File: config.mk
export PLATFORM = sky130hd
export DESIGN_NAME = ifft16_sdf_stage
export DESIGN_NICKNAME = d
export VERILOG_FILES = /design/src/rtl/ifft16_sdf_stage.sv
export SDC_FILE = /design/constraint.sdc
export NUM_CORES = 2
export LEC_CHECK = 0
export ABC_AREA = 1
export CORE_ASPECT_RATIO = 0.9
export CORE_MARGIN = 2
export CORE_UTILIZATION = 50
export DETAILED_ROUTE_END_ITERATION = 10
export PLACE_DENSITY_LB_ADDON = 0.1
export SETUP_SLACK_MARGIN = 0.3
export SLEW_MARGIN = 10
export SYNTH_ARGS = -nofsm -noshare
export SYNTH_HDL_FRONTEND = slang
export SYNTH_SLANG_ARGS = --single-unit
File: constraint.sdc
create_clock -name clk -period 11.3 [get_ports clk]
set_input_delay 2.26 -clock clk [delete_from_list [all_inputs] [get_ports clk]]
set_output_delay 2.26 -clock clk [all_outputs]
set_load 0.01 [all_outputs]
File: src/rtl/ifft16_sdf_stage.sv
// Radix-2 DIF single-path delay-feedback butterfly, span 8, for the 16-point section of the 32-point IFFT.
// Difference branch is rotated by W32^(2k) fetched from an external combinational twiddle ROM.
module ifft16_sdf_stage #(
    parameter int W = 16
) (
    input  logic                clk,
    input  logic                rst_n,
    input  logic                in_valid,
    input  logic signed [W-1:0] in_real,
    input  logic signed [W-1:0] in_imag,
    output logic [2:0]          tf_addr,
    input  logic signed [11:0]  tf_real,
    input  logic signed [11:0]  tf_imag,
    output logic                out_valid,
    output logic                out_sop,
    output logic signed [W:0]   out_real,
    output logic signed [W:0]   out_imag
);

    localparam int PW = W + 14;
    localparam logic signed [PW-1:0] SAT_MAX  = {{14{1'b0}}, {W{1'b1}}};
    localparam logic signed [PW-1:0] SAT_MIN  = {{14{1'b1}}, {W{1'b0}}};
    localparam logic signed [PW-1:0] HALF_LSB = PW'(512);

    logic [3:0]        cnt;
    logic              primed;
    logic signed [W:0] dl_re [8];
    logic signed [W:0] dl_im [8];

    logic signed [W:0]    a_re, a_im, b_re, b_im;
    logic signed [W:0]    sum_re, sum_im, dif_re, dif_im;
    logic signed [W:0]    tw_re, tw_im;
    logic signed [PW-1:0] p_re, p_im;

    // Q10 product back to sample scale: +0.5 LSB bias, floor shift, clamp to W+1 bits.
    function automatic logic signed [W:0] round_sat(input logic signed [PW-1:0] p);
        logic signed [PW-1:0] r;
        r = (p + HALF_LSB) >>> 10;
        if (r > SAT_MAX)
            round_sat = SAT_MAX[W:0];
        else if (r < SAT_MIN)
            round_sat = SAT_MIN[W:0];
        else
            round_sat = r[W:0];
    endfunction

    assign tf_addr = cnt[2:0];

    always_comb begin
        a_re   = dl_re[7];
        a_im   = dl_im[7];
        b_re   = {in_real[W-1], in_real};
        b_im   = {in_imag[W-1], in_imag};
        sum_re = a_re + b_re;
        sum_im = a_im + b_im;
        dif_re = a_re - b_re;
        dif_im = a_im - b_im;
        p_re   = PW'(a_re) * PW'(tf_real) - PW'(a_im) * PW'(tf_imag);
        p_im   = PW'(a_re) * PW'(tf_imag) + PW'(a_im) * PW'(tf_real);
        tw_re  = round_sat(p_re);
        tw_im  = round_sat(p_im);
    end

    always_ff @(posedge clk or negedge rst_n) begin
        if (!rst_n) begin
            cnt       <= '0;
            primed    <= 1'b0;
            out_valid <= 1'b0;
            out_sop   <= 1'b0;
            out_real  <= '0;
            out_imag  <= '0;
            for (int unsigned i = 0; i < 8; i++) begin
                dl_re[i] <= '0;
                dl_im[i] <= '0;
            end
        end else begin
            out_valid <= 1'b0;
            out_sop   <= 1'b0;
            if (in_valid) begin
                cnt <= cnt + 4'd1;
                if (cnt == 4'd7)
                    primed <= 1'b1;
                for (int unsigned i = 1; i < 8; i++) begin
                    dl_re[i] <= dl_re[i-1];
                    dl_im[i] <= dl_im[i-1];
                end
                if (!cnt[3]) begin
                    // First half: store the sample, drain last frame's rotated differences.
                    dl_re[0] <= b_re;
                    dl_im[0] <= b_im;
                    if (primed) begin
                        out_valid <= 1'b1;
                        out_real  <= tw_re;
                        out_imag  <= tw_im;
                    end
                end else begin
                    dl_re[0]  <= dif_re;
                    dl_im[0]  <= dif_im;
                    out_valid <= 1'b1;
                    out_sop   <= (cnt[2:0] == 3'd0);
                    out_real  <= sum_re;
                    out_imag  <= sum_im;
                end
            end
        end
    end

endmodule

==> flow_metrics.env <==
export IMPL_slowest_delay_ns=1.08
export IMPL_htree_levels=2
export IMPL_dpl_cell_area_um2=49800
export IMPL_reg2reg_slack_ns=2.90
export IMPL_finClkSkew_ns=0.0257
export IMPL_fp_dieW_um=329
export IMPL_cp_arrival_ns=10.66
export IMPL_cts_tree="built"
export IMPL_finalCritPeriodShare=0.902
export IMPL_setup_viol=0
export IMPL_fp_row_count=107
export IMPL_cts_setup_buffers=0
export IMPL_required_ns=11.77
export IMPL_areaGrowthSynthToFinish_pct=6.81
export IMPL_status="complete, no violations"
export IMPL_tightest_slew_ns=1.14
export IMPL_drt_first_iter_violations=3081
export IMPL_hpwl_um=108000
export IMPL_cpMaxStageDelayCell="clkdlybuf4s50_1"
export IMPL_avgSynthCellArea_um2=7.75
export IMPL_yosysUniqueCellTypes=44
export IMPL_cts_max_path_buffers=3
export IMPL_synth_area_leader_cell="fa_1"
export IMPL_critical_path_top_delay_family="adder cells"
export IMPL_port_buffers=97
export IMPL_synth_seq_cells=313
export IMPL_final_fill_count=9219
export IMPL_worst_hold_slack_ns=0.469
export IMPL_clockRootBuffer="clkbuf_16"
export IMPL_cp_start_kind="input port"
export IMPL_rsz0062_at_grt="no"
export IMPL_drtPass1Iterations=8
export IMPL_globalplace_congestion=0.975
export IMPL_die_h_um=297
export IMPL_crit_start="tf_imag[8]"
export IMPL_io_pins=98
export IMPL_finalWirelength_um=137000
export IMPL_drv_cap=0
export IMPL_min_period_ns=10.19
export IMPL_cp_endpoint="out_imag[8]$_DFFE_PN0P_"
export IMPL_finalHoldViolCount=0
export IMPL_async_flop_share=1.00
export IMPL_syn_nets=7360
export IMPL_die_area_um2=97800
export IMPL_syn_area_um2=47700
export IMPL_reg2reg_from="a_re[10]$_DFFE_PN0P_"
export IMPL_synth_seq_area_share=0.164
export IMPL_synth_edf_count=0
export IMPL_clock_latency_ns=0.57
export IMPL_crit_reg2reg_capture="out_imag[8]$_DFFE_PN0P_"
export IMPL_drtAntennaViolNets=0
export IMPL_grt_pass1_vias=37467
export IMPL_slew_limit_headroom=0.236
export IMPL_yosysWarnings=0
export IMPL_grt_overflow_total=0
export IMPL_syn_inst=6153
export IMPL_grtUsageTotal=0.291
export IMPL_start_util=0.504
export IMPL_crit_buf_inv=8
export IMPL_hp_class="flop to flop"
export IMPL_antenna_found_initial=3
export IMPL_fin_nets=7295
export IMPL_drc=0
export IMPL_cts_sinks=313
export IMPL_cts_made_buffers=34
export IMPL_finalSetupTns_ns=0
export IMPL_coreArea_um2=94500
export IMPL_r2r_cells=26
export IMPL_routedWlPerCell_um=18.6
export IMPL_slew_violations=0
export IMPL_fin_area_um2=50900
export IMPL_critPathMaxFanout=18
export IMPL_clk_pin_slew_ns=0.07
export IMPL_clock_fmax_mhz=98.1
export IMPL_grt_max_degree=170
export IMPL_drive_gt1_frac=0.0272
export IMPL_cts_resized=0
export IMPL_grt_first_pass_wirelength_um=217000
export IMPL_critical_path_depth=30
export IMPL_vias=36605
export IMPL_ys_flop_type="dfrtp_1"
export IMPL_synth_area_leaders="fa_1 (37%), dfrtp_1 (16%), nand2_1 (16%), inv_1 (13%), ha_1 (7.2%)"
export IMPL_critPathKind="input port to flop"
export IMPL_vias_per_cell=4.97
export IMPL_endpoint_kind="flop"
export IMPL_netlist_area_leader_share=0.367
export IMPL_cts_hold_buf=0
export IMPL_cp_common_cell="nand2_1"
per-layer routing:
metal  track usage  up-vias  wire length (µm)
li1              -    17345                 -
met1         0.443    17997             63700
met2         0.428     1102             58600
met3        0.0512      157             10300
met4        0.0789        4              4280
met5             0        -                29
state kept, by name, indices dropped and copies added, names as in the netlist:
register   count
a_im          17
a_re          17
cnt            4
dl_im        119
dl_re        119
out_imag      17
out_real      17
out_sop        1
out_valid      1
primed         1
cells by family after synthesis:
| family | share of synthesized area |
|---|---|
| AO/OA/AOI/OAI | 0.0435 |
| flip-flops | 0.164 |
| adder cells (fa/ha/maj) | 0.439 |
| buffers and inverters | 0.151 |
| XOR/XNOR | 0.0118 |
| AND/OR/NAND/NOR | 0.190 |
cell type report:
| cell class | count | area, µm² | area share |
|---|---|---|---|
| Tap cell | 1253 | 1570 | 0.0308 |
| Sequential cell | 313 | 7840 | 0.154 |
| Multi-Input combinational cell | 3935 | 32600 | 0.641 |
| Antenna cell | 2 | 5.00 | 0.0000983 |
| Clock inverter | 14 | 183 | 0.00359 |
| Clock buffer | 43 | 925 | 0.0182 |
| Timing Repair Buffer | 181 | 1660 | 0.0325 |
| Inverter | 1623 | 6100 | 0.120 |
cells in the mapped netlist (3+ instances only):
cell type	instances
ha_1	274
buf_2	7
o21bai_1	13
a21boi_0	4
o21ai_0	137
o31ai_1	4
nand3_1	89
nand4_1	20
o211ai_1	10
buf_4	4
nor3_1	9
clkbuf_1	261
inv_1	1619
fa_1	874
nor4_1	6
nand2_2	5
xor2_1	54
dfrtp_1	313
a21oi_1	186
a21o_1	5
nand3b_1	9
xnor2_1	10
nor2_1	185
nand2_1	2006
buf_1	6
and2_1	4
a31oi_1	9
a21oi_2	8
buf_6	3
metrics by stage:
stage | setup WS (ns) | utilization | cells
CTS | 1.38 | 0.538 | 7362
detailed placement | 0.857 | 0.527 | 7305
finish | 1.11 | 0.539 | 7364
floorplan | 2.77 | - | 6153
global placement | 0.911 | 0.527 | 7305
global route | 0.892 | 0.538 | 7362
worst min-delay path by stage:
stage	end	cells after the start	startpoint
final	dl_re[43]$_DFFE_PN0P_	2	dl_re[43]$_DFFE_PN0P_
after CTS	a_re[11]$_DFFE_PN0P_	2	dl_re[28]$_DFFE_PN0P_
after detailed placement	dl_re[39]$_DFFE_PN0P_	2	dl_re[56]$_DFFE_PN0P_
after global routing	dl_re[39]$_DFFE_PN0P_	2	dl_re[56]$_DFFE_PN0P_
after floorplan	dl_im[100]$_DFFE_PN0P_	2	dl_im[100]$_DFFE_PN0P_
after global placement	dl_im[88]$_DFFE_PN0P_	2	dl_im[88]$_DFFE_PN0P_
cell usage in the layout (no fill, tap or decap), types with 9 or more instances in the layout:
cell type,n
nand2_1,2005
inv_1,1619
fa_1,874
dfrtp_1,311
ha_1,274
a21oi_1,186
nor2_1,185
o21ai_0,137
clkdlybuf4s50_1,94
nand3_1,89
buf_4,80
xor2_1,54
clkbuf_16,34
nand4_1,20
o21bai_1,13
xnor2_1,10
o211ai_1,10
nand3b_1,9
nor3_1,9
a31oi_1,9
worst register-to-register path, stage by stage (launching register included):
cell	delay, ns
dfrtp_1	0.83
buf_4	0.40
nand2_1	0.16
fa_1	0.54
fa_1	0.55
fa_1	0.52
fa_1	0.51
inv_1	0.06
fa_1	0.53
fa_1	0.50
inv_1	0.05
fa_1	0.48
inv_1	0.05
ha_1	0.34
a21oi_1	0.33
o21ai_0	0.31
a21oi_1	0.57
nand2_1	0.34
nand2_1	0.14
nand2_1	0.08
nand3_1	0.09
nand2_1	0.16
nand2_2	0.34
nand2_1	0.14
nand2_1	0.09
nand2_1	0.07
a21oi_1	0.15
Power is not shown: default switching activity piles up to over one toggle a cycle in this logic, so the estimate is an artifact.
